<file path="src/rtl/pam_symbol_framer_ctrl_if.sv">
// Byte hand-off channel between the PAM symbol framer and its downstream consumer.
// The framer drives data/valid as master; the consumer returns ready as slave.
interface pam_symbol_framer_ctrl_if;
   logic [7:0] byte_data;
   logic       byte_valid;
   logic       byte_ready;

   modport master (
      output byte_data,
      output byte_valid,
      input  byte_ready
   );

   modport slave (
      input  byte_data,
      input  byte_valid,
      output byte_ready
   );
endinterface

</file>
<file path="src/rtl/pam_symbol_framer_ctrl.sv">
// Symbol-timing strobe, preamble hunt and payload byte packer that sits after the PAM demodulator.
// Packed bytes leave over a valid/ready channel; bytes that find the slot occupied are dropped and flagged.
module pam_symbol_framer_ctrl #(
   parameter int         SYMBOL_LEN   = 16,
   parameter int         SAMPLE_OFS   = 12,
   parameter logic [1:0] PREAMBLE_SYM = 2'd3,
   parameter int         PREAMBLE_CNT = 4,
   parameter int         FRAME_BYTES  = 4
) (
   input  logic                            clk,
   input  logic                            rst_n,
   input  logic                            i_enable,
   input  logic [1:0]                      i_data_demod,
   pam_symbol_framer_ctrl_if.master        bus,
   output logic                            o_frame_done,
   output logic                            o_overflow,
   output logic                            o_sample_strobe,
   output logic [1:0]                      o_state
);

   localparam int SYM_W   = (SYMBOL_LEN > 1) ? $clog2(SYMBOL_LEN) : 1;
   localparam int MATCH_W = $clog2(PREAMBLE_CNT + 1);
   localparam int BYTE_W  = $clog2(FRAME_BYTES + 1);

   localparam logic [SYM_W-1:0]   SYM_LAST   = SYM_W'(SYMBOL_LEN - 1);
   localparam logic [SYM_W-1:0]   SAMPLE_AT  = SYM_W'(SAMPLE_OFS);
   localparam logic [MATCH_W-1:0] MATCH_LAST = MATCH_W'(PREAMBLE_CNT - 1);
   localparam logic [BYTE_W-1:0]  BYTE_LAST  = BYTE_W'(FRAME_BYTES - 1);

   typedef enum logic [1:0] {
      S_IDLE    = 2'd0,
      S_HUNT    = 2'd1,
      S_PAYLOAD = 2'd2
   } state_t;

   state_t               r_state;
   state_t               w_state_nxt;
   logic [SYM_W-1:0]     r_sym_cnt;
   logic [MATCH_W-1:0]   r_match_cnt;
   logic [5:0]           r_shift;
   logic [1:0]           r_sym_idx;
   logic [BYTE_W-1:0]    r_byte_cnt;
   logic [7:0]           r_byte_data;
   logic                 r_byte_valid;
   logic                 r_frame_done;
   logic                 r_overflow;

   logic                 w_strobe;
   logic                 w_hunt_smp;
   logic                 w_pay_smp;
   logic                 w_pre_hit;
   logic                 w_lock;
   logic                 w_byte_done;
   logic                 w_frame_end;
   logic                 w_slot_free;
   logic                 w_load;
   logic                 w_drop;

   assign w_strobe    = (r_sym_cnt == SAMPLE_AT) && i_enable && (r_state != S_IDLE);
   assign w_hunt_smp  = w_strobe && (r_state == S_HUNT);
   assign w_pay_smp   = w_strobe && (r_state == S_PAYLOAD);
   assign w_pre_hit   = (i_data_demod == PREAMBLE_SYM);
   assign w_lock      = w_hunt_smp && w_pre_hit && (r_match_cnt == MATCH_LAST);
   assign w_byte_done = w_pay_smp && (r_sym_idx == 2'd3);
   assign w_frame_end = w_byte_done && (r_byte_cnt == BYTE_LAST);

   // A consume in the same cycle frees the slot, so the new byte wins over the clear.
   assign w_slot_free = !r_byte_valid || bus.byte_ready;
   assign w_load      = w_byte_done && w_slot_free;
   assign w_drop      = w_byte_done && !w_slot_free;

   always_ff @(posedge clk or negedge rst_n) begin
      if (!rst_n) begin
         r_state <= S_IDLE;
      end else begin
         r_state <= w_state_nxt;
      end
   end

   always_comb begin
      w_state_nxt = r_state;
      if (!i_enable) begin
         w_state_nxt = S_IDLE;
      end else begin
         case (r_state)
            S_IDLE:    w_state_nxt = S_HUNT;
            S_HUNT:    if (w_lock) w_state_nxt = S_PAYLOAD;
            S_PAYLOAD: if (w_frame_end) w_state_nxt = S_HUNT;
            default:   w_state_nxt = S_IDLE;
         endcase
      end
   end

   // Symbol timing, preamble matching and payload packing; all cleared when disabled.
   always_ff @(posedge clk or negedge rst_n) begin
      if (!rst_n) begin
         r_sym_cnt   <= '0;
         r_match_cnt <= '0;
         r_shift     <= '0;
         r_sym_idx   <= '0;
         r_byte_cnt  <= '0;
      end else if (!i_enable) begin
         r_sym_cnt   <= '0;
         r_match_cnt <= '0;
         r_shift     <= '0;
         r_sym_idx   <= '0;
         r_byte_cnt  <= '0;
      end else begin
         r_sym_cnt <= (r_sym_cnt == SYM_LAST) ? '0 : r_sym_cnt + 1'b1;

         if (w_hunt_smp) begin
            r_match_cnt <= (w_pre_hit && !w_lock) ? r_match_cnt + 1'b1 : '0;
         end

         // Only the last three symbols are kept; the fourth is taken straight from the input.
         if (w_pay_smp) begin
            r_shift   <= {r_shift[3:0], i_data_demod};
            r_sym_idx <= r_sym_idx + 2'd1;
         end

         if (w_byte_done) begin
            r_byte_cnt <= w_frame_end ? '0 : r_byte_cnt + 1'b1;
         end
      end
   end

   // Output slot survives a disable so an unconsumed byte is never lost.
   always_ff @(posedge clk or negedge rst_n) begin
      if (!rst_n) begin
         r_byte_data  <= '0;
         r_byte_valid <= 1'b0;
         r_frame_done <= 1'b0;
         r_overflow   <= 1'b0;
      end else begin
         if (w_load) begin
            r_byte_data  <= {r_shift, i_data_demod};
            r_byte_valid <= 1'b1;
         end else if (bus.byte_ready) begin
            r_byte_valid <= 1'b0;
         end

         if (w_drop) begin
            r_overflow <= 1'b1;
         end

         r_frame_done <= w_frame_end;
      end
   end

   assign bus.byte_data   = r_byte_data;
   assign bus.byte_valid  = r_byte_valid;
   assign o_frame_done    = r_frame_done;
   assign o_overflow      = r_overflow;
   assign o_sample_strobe = w_strobe;
   assign o_state         = r_state;

endmodule

</file>
<file path="src/flat_wrapper.sv">
// flat-port wrapper written by rule: the top's interface ports become plain ports
module pam_symbol_framer_ctrl_flat 
#(
   parameter int         SYMBOL_LEN   = 16,
   parameter int         SAMPLE_OFS   = 12,
   parameter logic [1:0] PREAMBLE_SYM = 2'd3,
   parameter int         PREAMBLE_CNT = 4,
   parameter int         FRAME_BYTES  = 4
)
  (clk, rst_n, i_enable, i_data_demod, o_frame_done, o_overflow, o_sample_strobe, o_state, bus_byte_data, bus_byte_valid, bus_byte_ready);
  pam_symbol_framer_ctrl_if bus_i ();
  input  logic clk;
  input  logic rst_n;
  input  logic i_enable;
  input  logic [1:0] i_data_demod;
  output logic o_frame_done;
  output logic o_overflow;
  output logic o_sample_strobe;
  output logic [1:0] o_state;
  output wire logic [$bits(bus_i.byte_data)-1:0] bus_byte_data;
  output wire logic [$bits(bus_i.byte_valid)-1:0] bus_byte_valid;
  input wire logic [$bits(bus_i.byte_ready)-1:0] bus_byte_ready;
  assign bus_byte_data = bus_i.byte_data;
  assign bus_byte_valid = bus_i.byte_valid;
  assign bus_i.byte_ready = bus_byte_ready;
  pam_symbol_framer_ctrl #(.SYMBOL_LEN(SYMBOL_LEN), .SAMPLE_OFS(SAMPLE_OFS), .PREAMBLE_SYM(PREAMBLE_SYM), .PREAMBLE_CNT(PREAMBLE_CNT), .FRAME_BYTES(FRAME_BYTES)) u_core (.clk(clk), .rst_n(rst_n), .i_enable(i_enable), .i_data_demod(i_data_demod), .bus(bus_i), .o_frame_done(o_frame_done), .o_overflow(o_overflow), .o_sample_strobe(o_sample_strobe), .o_state(o_state));
endmodule
</file>
<file path="config.mk">
export PLATFORM = sky130hd
export DESIGN_NAME = pam_symbol_framer_ctrl_flat
export DESIGN_NICKNAME = d
export VERILOG_FILES = /design/src/rtl/pam_symbol_framer_ctrl_if.sv /design/src/rtl/pam_symbol_framer_ctrl.sv /design/src/flat_wrapper.sv
export SDC_FILE = /design/constraint.sdc
export NUM_CORES = 1
export LEC_CHECK = 0
export ABC_AREA = 1
export BUFFER_PORTS_ARGS = -buffer_cell sky130_fd_sc_hd__buf_2
export CAP_MARGIN = 25
export CORE_MARGIN = 3
export CORE_UTILIZATION = 30
export DETAILED_ROUTE_END_ITERATION = 8
export SYNTH_ARGS = -nofsm -noshare
export SYNTH_HDL_FRONTEND = slang
export SYNTH_SLANG_ARGS = --single-unit
</file>
<file path="constraint.sdc">
create_clock -name clk -period 1.84 [get_ports clk]
set_input_delay 0.368 -clock clk [delete_from_list [all_inputs] [get_ports clk]]
set_output_delay 0.368 -clock clk [all_outputs]
set_load 0.05 [all_outputs]
</file>
== Word level (Yosys, flattened, before mapping) ==
Index checks and enable logic that the tools add are counted.

* Mux-type cells: 18
* $add $sub $neg: 4
* Reduce and logical (&&, ||, !) cells: 19
* Equal/unequal tests: 13

{| class="wikitable"
|+ Operators with widths
! operator !! count
|-
| $mux 3 || 6
|-
| $mux 6 || 2
|-
| $logic_and 1x1->1 || 11
|-
| $mux 2 || 5
|-
| $eq 4x4->1 const B || 2
|-
| $mux 4 || 2
|-
| $add 3x1->3 const B || 2
|-
| $eq 2x2->1 const B || 3
|-
| $eq 3x2->1 const B || 2
|-
| $ne 2x1->1 const B || 3
|-
| $ne 3x2->1 const B || 2
|-
| $pmux 2 s3 || 1
|-
| $add 4x1->4 const B || 1
|-
| $reduce_bool 2->1 || 2
|-
| $logic_not 1->1 || 3
|-
| $add 2x1->2 const B || 1
|-
| $eq 2x1->1 const B || 1
|-
| $logic_not 2->1 || 1
|-
| $mux 1 || 2
|-
| $reduce_and 2->1 || 1
|-
| $logic_or 1x1->1 || 1
|}

* Bits in registers: 31
* Output and inout bits: 14
* Input port bits: 6

== Logic depth before layout (Yosys ltp) ==
Gate-level depths: netlist (run 1).

* Depth after elaboration: 11
* Gate-level depth with buffers: 10
* Gate-level depth less buffers: 9

== Least setup slack after synthesis (run 1) ==
No wires, ideal clock.

* Path kind: reg-to-output
* From: register u_core.r_state[1], in the netlist u_core.o_state[1]
* To: output o_sample_strobe
* Data arrival time: 1.224 ns
* Data required time: 1.472 ns
* Setup slack: 0.248 ns
* Cell stages (with the launch flop): 3
* Cells stage by stage: dfrtp_1 o21ai_0 inv_1

* Cells in the longest elaborated chain, start to end: 2

{| class="wikitable"
|+ Ends and longest elaborated chain
! item !! RTL line !! text
|-
| start: declaration || pam_symbol_framer_ctrl.sv:36 || <nowiki>state_t r_state;</nowiki>
|-
| start signal: assignment || pam_symbol_framer_ctrl.sv:76 || <nowiki>r_state <= w_state_nxt;</nowiki>
|-
| $reduce_bool 2->1 || pam_symbol_framer_ctrl.sv:59 || <nowiki>assign w_strobe = (r_sym_cnt == SAMPLE_AT) && i_enable && (r_state != S_IDLE);</nowiki>
|-
| $logic_and 1x1->1 || pam_symbol_framer_ctrl.sv:59 ||
|-
| end: declaration || flat_wrapper.sv:18 || <nowiki>output logic o_sample_strobe;</nowiki>
|}

No other way between the ends.

== Final worst setup path (run 1) ==
* From: register u_core.r_sym_cnt[0]
* To: output o_sample_strobe

* Cells in the longest elaborated chain, start to end: 3

{| class="wikitable"
|+ Ends and longest elaborated chain
! item !! RTL line !! text
|-
| start: declaration || pam_symbol_framer_ctrl.sv:38 || <nowiki>logic [SYM_W-1:0] r_sym_cnt;</nowiki>
|-
| start signal: assignment || pam_symbol_framer_ctrl.sv:109 || <nowiki>r_sym_cnt <= (r_sym_cnt == SYM_LAST) ? '0 : r_sym_cnt + 1'b1;</nowiki>
|-
| $eq 4x4->1 || pam_symbol_framer_ctrl.sv:59 ||
|-
| $logic_and 1x1->1 (2 in a row) || pam_symbol_framer_ctrl.sv:59 ||
|}

No other way between the ends.

==> impl_metrics.csv, run 1 <==
group,metric,value,unit
status,status,"finished clean",
cts,cts.sinks,31,
cts,insertion_delay,0.28,ns
power,ir_drop,432.0,µV
timing,hold_viol,0,
global_route,grt_pass1_wl,4409,µm
critical_path,crit_type,"reg -> out",
placed_design,placed_area,1539,µm²
route,via_per_inst,4.517,
timing,rsz0062_at_grt,"true",
cells_and_area,regArea,775.7,µm²
timing,period_share,0.9676,
cells_and_area,final_util,0.3807,
route,drt_first_pass_iters,4,
critical_path,cp-startpoint,"u_core.r_sym_cnt[0]",
cts,root_buffer,"clkbuf_8",
run,max_cap_violations,0,
global_route,overflow,0,
synthesis,synthesis.area,1396,µm²
cts,tritoncts,"built",
critical_path,ff2ff_setup_slack,0.17,ns
synthesis,ys_warn_count,0,
floorplanning,start_util,0.3163,
route,wl_met2,1064,µm
critical_path,critPathLaunchType,"flop",
cells_and_area,multi_input_area,514.2,µm²
synthesis,syn-num-nets,164,
power,power_density,875.4,nW/µm²
route,wl_per_cell,10.93,µm
timing,setup_viol,0,
critical_path,cp.required,1.47,ns
placed_design,dp_hpwl,1687,µm
critical_path,critPathMostFrequentCell,"inv_1",
placed_design,gp_congestion,0.7185,
cts,clockBufferDepth,2,
global_route,grt_max_degree,32,
floorplanning,die_height,74.23,µm
global_route,antenna_found_initial,0,
cts,cts_buffers,5,
power,finalPower,1.471,mW
floorplanning,die_x,74.23,µm
critical_path,setup.worst_path.end_class,"output port",
floorplanning,dieArea,5509,µm²
route,top_layer,"met4",
synthesis,synth_cells,152,
synthesis,synth_top_cell_by_area,"dfrtp_1",
floorplanning,core_area,4414,µm²
timing,fin_crit,1.780,ns
cells_and_area,layout-drive-gt1-share,0.2191,
route,wl_met1,1258,µm
power,leakagePower,0.8997,nW
critical_path,rr_startpoint,"u_core.r_sym_cnt[0]",
cells_and_area,final_cell_area,1680,µm²
timing,max_freq,561.7,MHz
worst_hold_path,min_path_type,"in -> async",
timing,slew_headroom,0.5215,
timing,worst_pin_slew,0.7178,ns
route,num_vias,1039,
critical_path,path_max_fanout,4,
cts,clkSlewWorstSetupHoldPaths,0.07,ns
cells_and_area,fin_nets,189,
timing,setup_ws,0.05966,ns
global_route,grt_pass1_vias,973,
floorplanning,pin_count,20,
route,route.detailed.drc,0,
placed_design,post-place-ws,0.2127,ns
synthesis,ys_seq_area_frac,0.5556,
synthesis,synth_seq_cells,31,
route,routed_wl,2514,µm
route,ant_nets,0,
cells_and_area,fill_cells,453,
critical_path,critPathMaxStageDelay,0.41,ns
synthesis,syn_avg_cell_area,9.186,µm²
cells_and_area,diodes,0,
cells_and_area,layout.cells.most_common_list,"nand2_1, dfrtp_1, inv_1",
floorplanning,num_rows,24,
cells_and_area,layout_commonest_cell,"nand2_1",
timing,maxSlewViolCount,0,
synthesis,synth_top_area_share,0.5556,
global_route,grt.total_usage,0.1065,
cts,ctsHoldBuffers,0,
critical_path,critPathSlowestCell,"dfrtp_1",
cts,h-tree-depth,2,
synthesis,synthTopCellsByArea,"dfrtp_1, nand2_1, inv_1",
route,wl_met3,162,µm
synthesis,synth_cell_types,21,
route,dr.first_iter.drc_count,57,
placed_design,io_buffers,19,
critical_path,path_cells,"inv_1 > ha_1 > nand2_2 > nor2_4 > o21ai_1 > inv_1 > buf_6",
critical_path,crit_arrival,1.41,ns
cells_and_area,area_growth,20.34,%
timing,finClkSkew,0.001961,ns
-- per-stage QoR --
step,hold slack [ns],cells,setup TNS (ns)
after CTS,0.1465,228,0
after detailed placement,0.4546,220,0
after global placement,0.4506,220,0
after floorplan,0.07241,152,0
final,0.1353,230,0
after global routing,0.1720,230,-0.1284
-- power breakdown --
part	switching [mW]	internal (mW)	leakage (nW)
clock	0.258	0.438	0.0612
combinational	0.0562	0.0206	0.410
sequential	0.00868	0.690	0.429
-- synth_stat cells --
cell      instances
dfrtp_1          31
o22ai_1           2
nand2_2           1
nor3_1            1
nor2_1            9
nor2_4            1
inv_1            21
buf_1             1
nand3_1          12
ha_1              6
a21oi_1           6
nand4_4           1
xor2_1            1
o21ai_0           7
buf_6             1
o21ai_2           4
nand2_1          40
o21bai_1          2
clkinv_2          1
buf_2             2
nand4_1           2
-- area by class of cell --
class                           instances  area share
Tap cell                               52     0.03872
Inverter                               22     0.04989
Multi-Input combinational cell         95      0.3060
Clock inverter                          2     0.02085
Timing Repair Buffer                   22     0.07372
Sequential cell                        31      0.4617
Clock buffer                            6     0.04914
-- logic make-up after synthesis --
logic type,count (synthesis),share of synthesized area
simple gates,67,0.2150
compound gates,21,0.09139
xor+xnor,1,0.006274
buf+inv,26,0.07795
flops,31,0.5556
fa+ha+maj,6,0.05376
-- metal layers --
layer	up-vias	GRT usage
met4	0	0.04743
met1	480	0.1450
met5	-	0
li1	532	-
met2	22	0.1437
met3	5	0.05000
-- what timing repair did --
item                                    4_1_cts  5_1_grt
buffers inserted                              0        2
resized for setup                             2        2
pin swaps                                     0        1
endpoints found under the setup margin        1        2
gates cloned                                  0        0
-- worst paths after layout --
path | endpoint | cells after the start
min reg2reg | u_core.bus.byte_data[2] | 2
max | o_sample_strobe | 7
min in group clk | u_core.bus.byte_data[1] | 3
max in group asynchronous | u_core.r_byte_cnt[1] | 1
min | u_core.bus.byte_data[6] | 1
max reg2reg | u_core.bus.byte_data[5] | 10
-- registers in the layout (all words and copies together) (netlist names) --
register / count
u_core.o_frame_done: 1
u_core.r_match_cnt: 3
u_core.r_shift: 6
u_core.r_sym_idx: 2
u_core.r_sym_cnt: 4
u_core.o_state: 2
u_core.r_byte_cnt: 3
u_core.o_overflow: 1
u_core.bus.byte_valid: 1
u_core.bus.byte_data: 8
-- critical path, delay by kind of cell (launching register included) --
| kind | cells | cell delay [ns] |
|---|---|---|
| flops | 1 | 0.41 |
| buf+inv | 3 | 0.29 |
| simple gates | 2 | 0.20 |
| fa+ha+maj | 1 | 0.15 |
| compound gates | 1 | 0.08 |
(Power assumes the default switching activity.)
==> run 2, diff against run 1 <==
Clock period 1.84 ns to 1.86 ns, I/O delays scaled along.
==> run 2 against run 1 <==
Effect of this change: power is 1.1% lower; critical path depth unchanged; die area unchanged; via count fell by 3.1%; sequential share of layout area grew 0.14 points; count of clock-buffer cells in the layout stayed put; critical endpoint unchanged; largest cell class unchanged.
==> impl_metrics.csv, run 2 (synthesis gave the netlist of run 1 again) <==
group,metric,value,unit
status,status,"finished clean",
cells_and_area,diodes,0,
cts,insertion_delay,0.28,ns
power,power_density,868.3,nW/µm²
critical_path,reg2regPathDepth,7,
route,drt_first_pass_iters,4,
timing,finClkSkew,0.002154,ns
timing,fin_crit,1.818,ns
timing,setup_viol,0,
critical_path,critPathLaunchType,"flop",
global_route,grt_max_degree,32,
timing,rsz0062_at_grt,"true",
timing,hold_viol,0,
cells_and_area,layout.cells.most_common_list,"nand2_1, dfrtp_1, inv_1",
timing,worst_pin_slew,0.6929,ns
cells_and_area,largest_reg_flops,8,
placed_design,io_buffers,19,
critical_path,ff2ff_setup_slack,0.19,ns
timing,setup-tns-final,0,ns
critical_path,crit_arrival,1.45,ns
timing,max_freq,550.0,MHz
cells_and_area,layout_commonest_cell,"nand2_1",
cells_and_area,area_growth,19.98,%
cts,clockBufferDepth,2,
global_route,overflow,0,
critical_path,rr_startpoint,"u_core.r_sym_cnt[0]",
route,num_vias,1007,
timing,slew_headroom,0.5380,
critical_path,crit_type,"reg -> out",
floorplanning,num_rows,24,
run,max_cap_violations,0,
floorplanning,pin_count,20,
power,leakagePower,0.8930,nW
route,routed_wl,2512,µm
global_route,grt_pass1_vias,982,
floorplanning,die_height,74.23,µm
critical_path,setup.worst_path.end_class,"output port",
cts,clkSlewWorstSetupHoldPaths,0.07,ns
floorplanning,start_util,0.3163,
floorplanning,die_x,74.23,µm
global_route,antenna_found_initial,0,
cts,cts.sinks,31,
placed_design,gp_congestion,0.7241,
global_route,grt_pass1_wl,4443,µm
worst_hold_path,min_path_type,"in -> async",
critical_path,path_max_fanout,4,
global_route,grt.total_usage,0.1104,
cells_and_area,fill_cells,453,
cells_and_area,layout-drive-gt1-share,0.2203,
cells_and_area,final_util,0.3795,
cells_and_area,regArea,775.7,µm²
critical_path,r2r_end,"u_core.r_shift[1]",
placed_design,dp_hpwl,1695,µm
cells_and_area,multi_input_area,516.7,µm²
timing,whs,0.1290,ns
timing,period_share,0.9775,
cts,cts_buffers,5,
route,route.detailed.drc,0,
cts,root_buffer,"clkbuf_8",
route,wl_per_cell,10.97,µm
cts,h-tree-depth,2,
route,ant_nets,0,
critical_path,cp.required,1.49,ns
floorplanning,dieArea,5509,µm²
cells_and_area,fin_nets,188,
cts,tritoncts,"built",
power,finalPower,1.455,mW
floorplanning,core_area,4414,µm²
timing,maxSlewViolCount,0,
route,dr.first_iter.drc_count,49,
route,via_per_inst,4.397,
power,ir_drop,356.3,µV
==> run 2: how the worst max path moves through the flow <==
stage / startpoint / end / slack [ns] / cells past startpoint
3_5_place_dp: u_core.r_sym_cnt[0] / u_core.r_shift[1] / 0.23 / 7
6_report: u_core.r_sym_cnt[0] / o_sample_strobe / 0.04 / 7
5_1_grt: u_core.r_sym_cnt[0] / o_sample_strobe / -0.05 / 7
3_3_place_gp: u_core.r_sym_cnt[0] / o_sample_strobe / 0.25 / 7
4_1_cts: u_core.r_sym_cnt[0] / o_sample_strobe / 0.0007 / 7
2_1_floorplan: u_core.o_state[1] / o_sample_strobe / 0.26 / 2
==> run 2: worst max-delay path, cell delays in order (launching register included) <==
cell,delay (ns)
dfrtp_1,0.41
inv_1,0.07
ha_2,0.16
nand2_2,0.06
nor2_4,0.15
o21ai_1,0.09
inv_1,0.08
buf_6,0.15
==> run 2: final cells by class <==
cell class                      count  share of cell area
Timing Repair Buffer               21             0.06945
Tap cell                           52             0.03883
Clock buffer                        6             0.04929
Clock inverter                      2             0.02091
Multi-Input combinational cell     95              0.3084
Sequential cell                    31              0.4630
Inverter                           22             0.05004
==> run 2: repair_timing <==
item                                    4_1_cts  5_1_grt
pin swaps                                     0        3
endpoints found under the setup margin        1        1
resized for setup                             1        4
buffers inserted                              0        1
hold buffers                                  0        0
==> run 2: stage by stage <==
stage / std cells / setup WS [ns] / instance area, µm²
6_report: 229 / 0.04187 / 1675
5_1_grt: 229 / -0.05261 / 1675
4_1_cts: 228 / 0.0007232 / 1659
3_5_place_dp: 220 / 0.2272 / 1539
3_3_place_gp: 220 / 0.2531 / 1539
2_1_floorplan: 152 / 0.2641 / 1396
==> run 2: routing by layer <==
layer	GRT usage	part of all wire	vias to the layer above
met4	0.04743	0.0052	0
met2	0.1555	0.42	19
met5	0	0	-
met1	0.1439	0.52	454
li1	-	-	532
met3	0.05405	0.059	2
==> run 2: report_power, final <==
part / internal, mW / total, mW / switching, mW
Clock: 0.433 / 0.688 / 0.255
Sequential: 0.683 / 0.691 / 0.00880
Combinational: 0.0208 / 0.0754 / 0.0546
Total: 1.14 / 1.45 / 0.318
==> run 3, diff against run 2 <==
Settings changed: CELL_PAD_IN_SITES_DETAIL_PLACEMENT from default to 0, CELL_PAD_IN_SITES_GLOBAL_PLACEMENT from default to 1, PLACE_DENSITY_LB_ADDON from default to 0.1.
==> run 3 against run 2 <==
Effect of this change: final cell count rose by 0.87%; hold slack improved by 0.0065 ns; non-clock buffer count grew 2; clock power is 0.7% higher; register-to-register slack better by 0.05 ns; count of clock-buffer cells in the layout unchanged; power grew 0.30%.
==> impl_metrics.csv, run 3 (synthesis gave the netlist of run 1 again) <==
group,metric,value,unit
power,switching_power,0.3230,mW
cells_and_area,diodes,0,
critical_path,worst-path-buf-inv,3,
cts,cts_buffers,5,
cts,clkSlewWorstSetupHoldPaths,0.07,ns
route,wl_per_cell,11.94,µm
route,route.detailed.drc,0,
cells_and_area,regArea,775.7,µm²
floorplanning,core_area,4414,µm²
cells_and_area,layout-drive-gt1-share,0.2235,
worst_hold_path,min_path_type,"in -> async",
cts,clockBufferDepth,2,
floorplanning,pin_count,20,
cells_and_area,area_growth,21.24,%
critical_path,critPathMostFrequentCell,"inv_1",
route,via_per_inst,4.455,
power,ir_drop,368.1,µV
floorplanning,die_x,74.23,µm
power,p_comb_frac,0.052,
floorplanning,die_height,74.23,µm
global_route,grt_max_degree,32,
cells_and_area,layout_commonest_cell,"nand2_1",
cts,insertion_delay,0.28,ns
route,routed_wl,2759,µm
cts,root_buffer,"clkbuf_8",
critical_path,critPathSlowestCell,"dfrtp_1",
cts,cts.sinks,31,
timing,rsz0062_at_grt,"false",
cts,ctsHoldBuffers,0,
power,finalPower,1.459,mW
global_route,grt_pass1_vias,1010,
cells_and_area,layout.cells.most_common_list,"nand2_1, dfrtp_1, inv_1",
timing,setup_viol,0,
timing,finClkSkew,0.003568,ns
critical_path,path_cells,"inv_1 > ha_1 > nand2_2 > nor2_4 > o21ai_1 > inv_1 > buf_6",
floorplanning,dieArea,5509,µm²
power,power_density,861.9,nW/µm²
critical_path,path_max_fanout,3,
cells_and_area,multi_input_area,519.2,µm²
power,pwr-share-seq,0.473,
power,leakagePower,0.9050,nW
global_route,overflow,0,
critical_path,critPathLaunchType,"flop",
global_route,grt_pass1_wl,4705,µm
critical_path,crit_family,"flip-flops",
floorplanning,start_util,0.3163,
placed_design,gp_congestion,0.7938,
critical_path,path_depth,7,
placed_design,dp_hpwl,1964,µm
timing,maxSlewViolCount,0,
power,p_sw_frac,0.2214,
timing,slew_headroom,0.5316,
cells_and_area,fin_nets,190,
power,p_int,1.136,mW
timing,hold_viol,0,
timing,max_freq,570.1,MHz
critical_path,critPathMaxStageDelay,0.40,ns
global_route,antenna_found_initial,0,
route,drt_first_pass_iters,4,
global_route,grt.total_usage,0.1146,
route,dr.first_iter.drc_count,40,
power,p_clk_frac,0.475,
cells_and_area,largest_reg_flops,8,
critical_path,cp.required,1.49,ns
run,max_cap_violations,0,
critical_path,setup.worst_path.end_class,"output port",
critical_path,crit_arrival,1.38,ns
route,ant_nets,0,
critical_path,reg2regPathDepth,9,
floorplanning,num_rows,24,
route,num_vias,1029,
cells_and_area,fill_cells,425,
cts,tritoncts,"built",
timing,worst_pin_slew,0.7026,ns
timing,setup-tns-final,0,ns
cts,h-tree-depth,2,
timing,period_share,0.9431,
timing,fin_crit,1.754,ns
critical_path,crit_type,"reg -> out",
placed_design,io_buffers,19,
status,status,"finished clean",
[run 3: through the flow]
| stage | std cells | instance area [µm²] | setup WS (ns) | util | hold WS (ns) |
|---|---|---|---|---|---|
| after floorplan | 152 | 1396 | 0.2641 | - | 0.07641 |
| after global placement | 221 | 1546 | 0.2785 | 0.3503 | 0.4539 |
| after detailed placement | 221 | 1546 | 0.2445 | 0.3503 | 0.4563 |
| after CTS | 229 | 1670 | 0.006326 | 0.3784 | 0.1660 |
| after global routing | 231 | 1693 | 0.01200 | 0.3835 | 0.1966 |
| final | 231 | 1693 | 0.1058 | 0.3835 | 0.1355 |
[run 3: cell type report]
type / count / area share
tap: 52 / 0.03843
multi-input combinational: 95 / 0.3067
sequential: 31 / 0.4582
clock buffer: 6 / 0.04878
timing repair buffer: 23 / 0.07761
inverter: 22 / 0.04952
clock inverter: 2 / 0.02069
[run 3: path summary, 6_finish.rpt]
kind	startpoint	slack, ns	endpoint
max in group asynchronous	rst_n	1.28	u_core.r_byte_cnt[2]
min reg2reg	u_core.bus.byte_data[3]	0.47	u_core.bus.byte_data[3]
min	rst_n	0.14	u_core.bus.byte_data[2]
min in group clk	i_data_demod[1]	0.35	u_core.bus.byte_data[1]
max reg2reg	u_core.r_sym_cnt[0]	0.24	u_core.r_match_cnt[0]
max	u_core.r_sym_cnt[0]	0.11	o_sample_strobe
[run 3: power groups by stage]
stage	Sequential (mW)	Combinational (mW)	Clock, mW
2_1_floorplan	0.714	0.0306	0
3_3_place_gp	0.703	0.0732	0
3_5_place_dp	0.703	0.0749	0
4_1_cts	0.690	0.0751	0.721
5_1_grt	0.691	0.0869	0.738
6_report	0.690	0.0757	0.693
[run 3: metal layers]
metal,GRT usage,wire length [µm],vias up
met1,0.1429,1271,471
met4,0.05929,59,0
met5,0,0,-
met2,0.1772,1272,22
li1,-,-,530
met3,0.03784,155,6
[run 3: timing repair]
action,4_1_cts,5_1_grt
resized for setup,2,3
setup endpoints to repair,1,1
pin swaps,0,1
setup buffers,0,2
